## config.mk

```make
export PLATFORM = sky130hd
export DESIGN_NAME = fetch_sequencer_flat
export DESIGN_NICKNAME = d
export VERILOG_FILES = /design/src/rtl/fetch_sequencer_pkg.sv /design/src/rtl/fetch_sequencer_if.sv /design/src/rtl/fetch_sequencer_next_pc_calc.sv /design/src/rtl/fetch_sequencer.sv /design/src/flat_wrapper.sv
export SDC_FILE = /design/constraint.sdc
export NUM_CORES = 1
export LEC_CHECK = 0
export BUFFER_PORTS_ARGS = -buffer_cell sky130_fd_sc_hd__buf_2
export CORE_MARGIN = 8
export CORE_UTILIZATION = 30
export DETAILED_ROUTE_END_ITERATION = 7
export HOLD_SLACK_MARGIN = 0.15
export PLACE_DENSITY_LB_ADDON = 0.1
export SKIP_LAST_GASP = 1
export SLEW_MARGIN = 30
export SYNTH_ARGS = -nofsm -noshare
export SYNTH_HDL_FRONTEND = slang
export SYNTH_SLANG_ARGS = --single-unit
```

## constraint.sdc

```tcl
create_clock -name CLK -period 2.45 [get_ports CLK]
set_input_delay 0 -clock CLK [delete_from_list [all_inputs] [get_ports CLK]]
set_output_delay 0 -clock CLK [all_outputs]
set_load 0.05 [all_outputs]
```

## src/rtl/fetch_sequencer_pkg.sv

```systemverilog
// Shared definitions for the fetch sequencer: run-control states and the HALT encoding.
package fetch_sequencer_pkg;

  typedef enum logic [1:0] {
    IDLE   = 2'd0,
    RUN    = 2'd1,
    HALTED = 2'd2
  } seq_state_e;

  // {OPCODE, FCODE} pattern that retires the program.
  localparam logic [4:0] C_HALT = {4'b1111, 1'b1};

endpackage

```

## src/rtl/fetch_sequencer_if.sv

```systemverilog
// Bus between the fetch sequencer and its decoder/ROM/run-control neighbours.
interface fetch_sequencer_if #(
  parameter int PC_W  = 10,
  parameter int OFF_W = 6,
  parameter int CNT_W = 16
) ();

  logic             START;
  logic [PC_W-1:0]  START_ADDR;
  logic [3:0]       OPCODE;
  logic             FCODE;
  logic             BRANCH_REL_Z;
  logic             BRANCH_REL_NZ;
  logic             BRANCH_ABS;
  logic             ZERO;
  logic [OFF_W-1:0] REL_OFFSET;
  logic [PC_W-1:0]  ABS_TARGET;
  logic [PC_W-1:0]  PC;
  logic             DONE;
  logic             RUNNING;
  logic [CNT_W-1:0] INSTR_COUNT;

  modport slave (
    input  START, START_ADDR, OPCODE, FCODE, BRANCH_REL_Z, BRANCH_REL_NZ,
           BRANCH_ABS, ZERO, REL_OFFSET, ABS_TARGET,
    output PC, DONE, RUNNING, INSTR_COUNT
  );

  modport master (
    output START, START_ADDR, OPCODE, FCODE, BRANCH_REL_Z, BRANCH_REL_NZ,
           BRANCH_ABS, ZERO, REL_OFFSET, ABS_TARGET,
    input  PC, DONE, RUNNING, INSTR_COUNT
  );

endinterface

```

## src/rtl/fetch_sequencer_next_pc_calc.sv

```systemverilog
// Combinational next-PC selection: absolute jump, conditional relative branch, or PC+1.
module fetch_sequencer_next_pc_calc #(
  parameter int PC_W  = 10,
  parameter int OFF_W = 6
) (
  input  logic                    [PC_W-1:0]  pc,
  input  logic                                branch_abs,
  input  logic                                branch_rel_z,
  input  logic                                branch_rel_nz,
  input  logic                                zero,
  input  logic signed             [OFF_W-1:0] rel_offset,
  input  logic                    [PC_W-1:0]  abs_target,
  output logic                    [PC_W-1:0]  next_pc
);

  logic signed [PC_W-1:0] off_ext;
  logic        [PC_W-1:0] rel_pc;
  logic        [PC_W-1:0] seq_pc;

  // Sign-extend then add; overflow wraps modulo 2^PC_W in both directions.
  assign off_ext = PC_W'(rel_offset);
  assign rel_pc  = pc + $unsigned(off_ext);
  assign seq_pc  = pc + 1'b1;

  always_comb begin
    next_pc = seq_pc;
    if (branch_abs)
      next_pc = abs_target;
    else if (branch_rel_z && zero)
      next_pc = rel_pc;
    else if (branch_rel_nz && !zero)
      next_pc = rel_pc;
  end

endmodule

```

## src/rtl/fetch_sequencer.sv

```systemverilog
// Program counter, start/halt run control and saturating retired-instruction counter.
module fetch_sequencer
  import fetch_sequencer_pkg::*;
#(
  parameter int PC_W  = 10,
  parameter int OFF_W = 6,
  parameter int CNT_W = 16
) (
  input  logic              CLK,
  input  logic              RESET,
  fetch_sequencer_if.slave  bus
);

  seq_state_e       state_q, state_d;
  logic [PC_W-1:0]  pc_q, pc_d;
  logic [CNT_W-1:0] cnt_q, cnt_d;
  logic             done_q, done_d;
  logic             running_q, running_d;
  logic [PC_W-1:0]  next_pc;

  function automatic logic [CNT_W-1:0] sat_inc(input logic [CNT_W-1:0] v);
    return (&v) ? v : v + 1'b1;
  endfunction

  fetch_sequencer_next_pc_calc #(
    .PC_W  (PC_W),
    .OFF_W (OFF_W)
  ) u_next_pc (
    .pc            (pc_q),
    .branch_abs    (bus.BRANCH_ABS),
    .branch_rel_z  (bus.BRANCH_REL_Z),
    .branch_rel_nz (bus.BRANCH_REL_NZ),
    .zero          (bus.ZERO),
    .rel_offset    (bus.REL_OFFSET),
    .abs_target    (bus.ABS_TARGET),
    .next_pc       (next_pc)
  );

  always_comb begin
    state_d   = state_q;
    pc_d      = pc_q;
    cnt_d     = cnt_q;
    done_d    = done_q;
    running_d = running_q;
    unique case (state_q)
      IDLE, HALTED: begin
        if (bus.START) begin
          state_d   = RUN;
          pc_d      = bus.START_ADDR;
          cnt_d     = '0;
          done_d    = 1'b0;
          running_d = 1'b1;
        end
      end
      RUN: begin
        cnt_d = sat_inc(cnt_q);
        // HALT retires but leaves PC pointing at itself.
        if ({bus.OPCODE, bus.FCODE} == C_HALT) begin
          state_d   = HALTED;
          done_d    = 1'b1;
          running_d = 1'b0;
        end else begin
          pc_d = next_pc;
        end
      end
      default: begin
        state_d   = IDLE;
        running_d = 1'b0;
      end
    endcase
  end

  always_ff @(posedge CLK) begin
    if (RESET) begin
      state_q   <= IDLE;
      pc_q      <= '0;
      cnt_q     <= '0;
      done_q    <= 1'b0;
      running_q <= 1'b0;
    end else begin
      state_q   <= state_d;
      pc_q      <= pc_d;
      cnt_q     <= cnt_d;
      done_q    <= done_d;
      running_q <= running_d;
    end
  end

  assign bus.PC          = pc_q;
  assign bus.DONE        = done_q;
  assign bus.RUNNING     = running_q;
  assign bus.INSTR_COUNT = cnt_q;

endmodule

```

## src/flat_wrapper.sv

```systemverilog
// flat-port wrapper written by rule: the top's interface ports become plain ports
module fetch_sequencer_flat import fetch_sequencer_pkg::*;
#(
  parameter int PC_W  = 10,
  parameter int OFF_W = 6,
  parameter int CNT_W = 16
)
  (CLK, RESET, bus_START, bus_START_ADDR, bus_OPCODE, bus_FCODE, bus_BRANCH_REL_Z, bus_BRANCH_REL_NZ, bus_BRANCH_ABS, bus_ZERO, bus_REL_OFFSET, bus_ABS_TARGET, bus_PC, bus_DONE, bus_RUNNING, bus_INSTR_COUNT);
  fetch_sequencer_if #(.PC_W(PC_W), .OFF_W(OFF_W), .CNT_W(CNT_W)) bus_i ();
  input  logic CLK;
  input  logic RESET;
  input wire logic [$bits(bus_i.START)-1:0] bus_START;
  input wire logic [$bits(bus_i.START_ADDR)-1:0] bus_START_ADDR;
  input wire logic [$bits(bus_i.OPCODE)-1:0] bus_OPCODE;
  input wire logic [$bits(bus_i.FCODE)-1:0] bus_FCODE;
  input wire logic [$bits(bus_i.BRANCH_REL_Z)-1:0] bus_BRANCH_REL_Z;
  input wire logic [$bits(bus_i.BRANCH_REL_NZ)-1:0] bus_BRANCH_REL_NZ;
  input wire logic [$bits(bus_i.BRANCH_ABS)-1:0] bus_BRANCH_ABS;
  input wire logic [$bits(bus_i.ZERO)-1:0] bus_ZERO;
  input wire logic [$bits(bus_i.REL_OFFSET)-1:0] bus_REL_OFFSET;
  input wire logic [$bits(bus_i.ABS_TARGET)-1:0] bus_ABS_TARGET;
  output wire logic [$bits(bus_i.PC)-1:0] bus_PC;
  output wire logic [$bits(bus_i.DONE)-1:0] bus_DONE;
  output wire logic [$bits(bus_i.RUNNING)-1:0] bus_RUNNING;
  output wire logic [$bits(bus_i.INSTR_COUNT)-1:0] bus_INSTR_COUNT;
  assign bus_i.START = bus_START;
  assign bus_i.START_ADDR = bus_START_ADDR;
  assign bus_i.OPCODE = bus_OPCODE;
  assign bus_i.FCODE = bus_FCODE;
  assign bus_i.BRANCH_REL_Z = bus_BRANCH_REL_Z;
  assign bus_i.BRANCH_REL_NZ = bus_BRANCH_REL_NZ;
  assign bus_i.BRANCH_ABS = bus_BRANCH_ABS;
  assign bus_i.ZERO = bus_ZERO;
  assign bus_i.REL_OFFSET = bus_REL_OFFSET;
  assign bus_i.ABS_TARGET = bus_ABS_TARGET;
  assign bus_PC = bus_i.PC;
  assign bus_DONE = bus_i.DONE;
  assign bus_RUNNING = bus_i.RUNNING;
  assign bus_INSTR_COUNT = bus_i.INSTR_COUNT;
  fetch_sequencer #(.PC_W(PC_W), .OFF_W(OFF_W), .CNT_W(CNT_W)) u_core (.CLK(CLK), .RESET(RESET), .bus(bus_i));
endmodule
```

### After elaboration in Yosys (flattened, before gate mapping)

Cells that the tools add are included.

* register bits: 30

* $add $sub $neg: 3
* eq/ne operators: 7
* multiplexer cells: 18
* reductions and logical operators: 11

Operator list (count)
* 10-bit two-way mux: 5
* 16-bit two-way mux: 2
* 16-bit one-hot mux with 2 select lines: 1
* 10-bit one-hot mux with 2 select lines: 1
* 16-bit by 1-bit adder with 16-bit output (second input constant): 1
* 16-bit AND reduction: 1
* 10-bit by 1-bit adder with 10-bit output (second input constant): 1
* 10-bit adder: 1
* 3-bit AND reduction: 3
* 2-bit != test (second input constant): 3
* 5-bit equality test (second input constant): 1
* 1-bit two-way mux: 4
* 2-bit two-way mux: 2
* 1-bit one-hot mux with 2 select lines: 2
* 2-bit one-hot mux with 2 select lines: 1
* 2-bit by 1-bit equality test with 1-bit output (second input constant): 1
* 2-bit equality test (second input constant): 1
* 1-bit logical AND: 2
* 2-bit logical NOT: 1
* 2-bit by 1-bit != test with 1-bit output (second input constant): 1
* 2-bit AND reduction: 1
* 2-bit nonzero test: 1
* 2-bit OR reduction: 1
* 1-bit logical NOT: 1

### Longest topological paths before layout

* depth in word-level cells: 7
* depth in mapped cells: 8

### Hierarchy

Synthesis repeated with hierarchy kept, for this count alone.

* cell total of the unflattened synthesis: 294
* area, all modules: 2268.4 µm²

Modules (own cells, without submodules)
* fetch_sequencer: times used 1, cells each 186, area each 1519.0 µm², sequential area each 600.6 µm²
* fetch_sequencer_next_pc_calc: times used 1, cells each 108, area each 749.5 µm², sequential area each 0.0 µm²

### Worst setup path after synthesis

OpenSTA, ideal clock, no wires.

* path type: reg-to-reg
* from: reg u_core.pc_q[0], in the netlist u_core.bus.PC[0]
* to: reg u_core.pc_q[4], in the netlist u_core.bus.PC[4]
* library setup time: 134 ps
* data arrival time: 2096 ps
* data required time: 2316 ps
* setup slack: 220 ps
* stages on the path, launching flop included: 8
* period minus slack after synthesis: 2230 ps
* path through: dfxtp_1 -> ha_1 -> fa_1 -> a31o_2 -> xor2_1 -> a211oi_1 -> a2bb2oi_1 -> a211oi_1

* word-level cells in the longest chain between the ends: 6
* elaborated cells between the ends (all ways): 7
* those cells by class: add/sub (2); mux (5)

RTL lines
* from (decl): line fetch_sequencer.sv:15 `logic [PC_W-1:0] pc_q, pc_d;`
* from (signal assigned): line fetch_sequencer.sv:82 `pc_q <= pc_d;`
* 10-bit by 1-bit adder with 10-bit output or 10-bit adder (tied branches): line fetch_sequencer_next_pc_calc.sv:23, fetch_sequencer_next_pc_calc.sv:22
* 10-bit two-way mux: line fetch_sequencer_next_pc_calc.sv:31 `else if (branch_rel_nz && !zero)`
* 10-bit two-way mux (*): line fetch_sequencer_next_pc_calc.sv:29 `else if (branch_rel_z && zero)`
* 10-bit two-way mux (*): line fetch_sequencer_next_pc_calc.sv:27 `if (branch_abs)`
* 10-bit two-way mux (*): line fetch_sequencer.sv:58 `if ({bus.OPCODE, bus.FCODE} == C_HALT) begin`
* 10-bit one-hot mux with 2 select lines (*): line fetch_sequencer.sv:45 `unique case (state_q)`

Mark *: on every way between the ends. The rest lies on a longest branch, timed or not. The select of a mux whose other input is x is not followed.
A chain may end at the register's enable or synchronous reset.

### Final worst setup path

* from: reg u_core.pc_q[1], in the netlist u_core.bus.PC[1]
* to: reg u_core.pc_q[3], in the netlist u_core.bus.PC[3]

The elaborated chain is that of the path after synthesis.

==> run_results.csv <==
group,metric,value,unit
routing,drcViolationCount,0,
floorplanning,die-area,9702,um2
grt,grt_start_max_net_pins,17,
finish,n_fill_cell,721,
power_and_ir_drop,seqPwrFrac,0.331,
clock_network,clock_path_buffers,2,
yosys,syn-num-nets,300,
outcome,outcome,"complete, no violations",
worst_setup_path,worstPathArrival,2.49,ns
yosys,ys_seq_area_frac,0.2941,
power_and_ir_drop,total_leakage_power,1.250,nW
yosys,synth.area.top_cells,"dfxtp_1 (29%), xor2_1 (8.1%), ha_1 (6.7%), nor2_1 (6.6%), a21oi_1 (4.4%)",
power_and_ir_drop,pwr-share-clk,0.382,
yosys,synth_mux_area_frac,0.02022,
sta,fin_hold_ws,0.1637,ns
finish,syn2layout_area_growth,35.23,%
finish,final_core_util,0.4133,
worst_setup_path,path_buf_inv,1,
clock_network,cts_tree,"yes",
finish,final_area,2761,um2
place,io_buffers,65,
place,place_congestion,0.7819,
sta,worst_clock_skew,0.008663,ns
sta,maxSlewViolCount,0,
power_and_ir_drop,p_total,1.654,mW
worst_setup_path,crit_path_start,"u_core.bus.PC[1]",
clock_network,clk_latency,0.28,ns
power_and_ir_drop,ir_drop,0.0002185,V
routing,ant_nets,0,
clock_network,htreeDepth,2,
yosys,synth_top_family_by_area,"simple AND/OR/NAND/NOR gates",
place,pre_cts_slack,0.3887,ns
routing,wl_per_cell,15.44,um
finish,final_cells,416,
clock_network,clkTransAtPathRegs,0.07,ns
yosys,synth-xor-area-share,0.1244,
finish,nNetsFinal,385,
grt,grt.overflow.total,0,
routing,vias_per_cell,4.976,
worst_setup_path,critPathRequiredTime,2.68,ns
floorplanning,ios,66,
floorplanning,core_area,6681,um2
grt,grt_usage,0.1368,
worst_setup_path,worst-path-max-fanout,8,
sta,setup_viol,0,
worst_setup_path,crit_chain,"ha_1 > a21oi_1 > o21bai_1 > xnor2_1 > o21ai_0 > o21bai_1 > a311oi_1 > dlygate4sd3_1",
sta,max-slew-margin-rel,0.5622,
place,hpwlAfterDp,5078,um
yosys,synth_edf_count,0,
yosys,synth_cells,250,
worst_setup_path,cp-start-kind,"flip-flop",
worst_setup_path,critPathTopFamily,"compound AO/OA/AOI/OAI gates",
routing,dr.pass1.iters,4,
finish,drive_above_1_share,0.2708,
flow_run,drv_cap,0,
power_and_ir_drop,power.internal,1.132,mW
yosys,synth_top_flop_cell,"dfxtp_1",
power_and_ir_drop,swShare,0.3155,
yosys,synth_top_area_frac,0.2941,
routing,vias,2070,
clock_network,cts_root_buf,"clkbuf_8",
yosys,avgSynthCellArea,8.168,um2
sta,rsz0062_at_grt,"no",
yosys,synth_fa_ha_area_frac,0.07721,
yosys,yosys.area_share.simple,0.2610,
floorplanning,die_h,98.50,um
sta,finalSetupTns,0,ns
worst_setup_path,critPathKind,"flip-flop to flip-flop",
hold_path,worstHoldStart,"bus_START_ADDR[0]",
grt,grt_pass1_vias,2143,
worst_setup_path,cpMostUsedCell,"o21bai_1",
grt,grt_pass1_wl,10800,um
yosys,yosysTopAreaCell,"dfxtp_1",
sta,period_share,0.9250,
worst_setup_path,max_stage_delay,0.58,ns
place,postPlaceCellArea,2487,um2
yosys,syn_area,2042,um2
clock_network,clock_sinks,30,
sta,hold_viol_final,0,
power_and_ir_drop,pwr-share-comb,0.287,
power_and_ir_drop,p_per_area,599.0,nW/um2
finish,diodes,0,
yosys,synth_warnings,0,
place,dp.cells,395,
power_and_ir_drop,p_sw,0.5219,mW
sta,worstMarginPinSlew,0.6567,ns
sta,fmax,441.3,MHz
hold_path,min_path_type,"input port to flip-flop",
routing,drt_first_iter_violations,103,
floorplanning,initial_core_util,0.3056,
worst_setup_path,cp_slowest_cell,"dlygate4sd3_1",
clock_network,cts_setup_buffers,0,
sta,fin_crit,2.266,ns
yosys,synth_compound_area_frac,0.1998,
grt,antenna_found_initial,0,
worst_setup_path,r2r_start,"u_core.bus.PC[1]",
floorplanning,die_x,98.50,um
yosys,synth_seq_cells,30,
routing,routed_wl,6425,um
sta,timing.final.ws_setup,0.1837,ns
worst_setup_path,worst_setup_path_end_kind,"flip-flop",
yosys,ys_types,51,
floorplanning,rows,30,
yosys,synthArstFlopShare,0,
clock_network,cts_buffers,5,
Yosys cell counts (2+ instances only):
library cell  count
buf_2             2
dfxtp_1          30
nand4_1           5
o21bai_1          3
ha_1             11
o21ai_1           4
nand3_1          11
nor2_1           36
xor2_1           19
nand2_1          23
a2bb2oi_1         2
and2b_1           2
a21o_1            3
mux2i_1           3
o211ai_1          3
o21ai_0           7
xnor2_1          10
inv_1             4
a21oi_1          18
a211oi_1          2
and3_1            8
a311oi_1          3
nand2b_1          3
or3_1             3
nor3_1            4
a31oi_1           3
clkbuf_1          3
and4_1            2
cell usage in the layout, fill, tap and decap left out, types with 3 or more instances in the layout:
master / n
a21o_1: 3
a21oi_1: 18
a311oi_1: 3
a31oi_1: 3
and3_1: 8
buf_2: 65
buf_4: 7
clkbuf_8: 6
dfxtp_1: 29
dlygate4sd3_1: 13
ha_1: 11
inv_1: 4
mux2i_1: 3
nand2_1: 23
nand2b_1: 3
nand3_1: 11
nand4_1: 5
nor2_1: 36
nor3_1: 4
o211ai_1: 3
o21ai_0: 7
o21ai_1: 4
o21bai_1: 3
or3_1: 3
xnor2_1: 10
xor2_1: 19
metal layers:
| metal | up-vias | wire (um) | track usage |
|---|---|---|---|
| met4 | 0 | 78 | 0.05077 |
| met3 | 4 | 327 | 0.03735 |
| met2 | 46 | 2843 | 0.2151 |
| met1 | 949 | 3175 | 0.1737 |
| met5 | - | 0 | 0 |
| li1 | 1071 | - | - |
power by group through the flow:
stage	clock network (mW)	logic, mW	registers, mW
after global placement	0	0.465	0.557
after floorplan	0	0.233	0.637
after detailed placement	0	0.460	0.558
after CTS	0.644	0.478	0.547
final	0.632	0.475	0.547
after global routing	0.672	0.520	0.552
layout make-up:
| class | instances | area, um2 | area share |
|---|---|---|---|
| Clock buffer | 6 | 82.58 | 0.02990 |
| Sequential cell | 30 | 601.8 | 0.2179 |
| Clock inverter | 2 | 60.06 | 0.02175 |
| Inverter | 4 | 15.01 | 0.005437 |
| Timing Repair Buffer | 85 | 508.0 | 0.1840 |
| Tap cell | 80 | 100.1 | 0.03625 |
| Multi-Input combinational cell | 209 | 1394 | 0.5048 |
state kept, by name (all words and copies together) (netlist names):
register                cells
u_core.bus.PC              10
u_core.bus.RUNNING          1
u_core.bus.INSTR_COUNT     16
u_core.state_q              2
u_core.bus.DONE             1
cells by family (layout without fill, tap and decap cells):
logic type               count (synthesis)  in the layout
AO/OA/AOI/OAI                           59             59
XOR/XNOR                                29             29
adder cells (fa/ha/maj)                 12             12
buffers and inverters                   11             97
flip-flops                              30             30
multiplexers                             4              4
AND/OR/NAND/NOR                        105            105
tightest hold or removal path, stage by stage:
cell and delay (ns):
buf_2 0.10, nand2_1 0.05, nand2_1 0.05, a21oi_1 0.14, nor3_1 0.07
final timing paths:
kind	slack [ns]	to	cells after the start
max	0.18	u_core.bus.PC[3]	8
min	0.16	u_core.bus.PC[0]	5
max reg2reg	0.18	u_core.bus.PC[3]	8
min reg2reg	0.46	u_core.bus.DONE	2
what timing repair did:
action / CTS / global route
hold buffers: 13 / 0
setup endpoints to repair: 0 / 1
endpoints found under the hold margin: 13 / 0
gates resized for setup: 0 / 1
No activity file was read; power rests on OpenSTA's default activity.
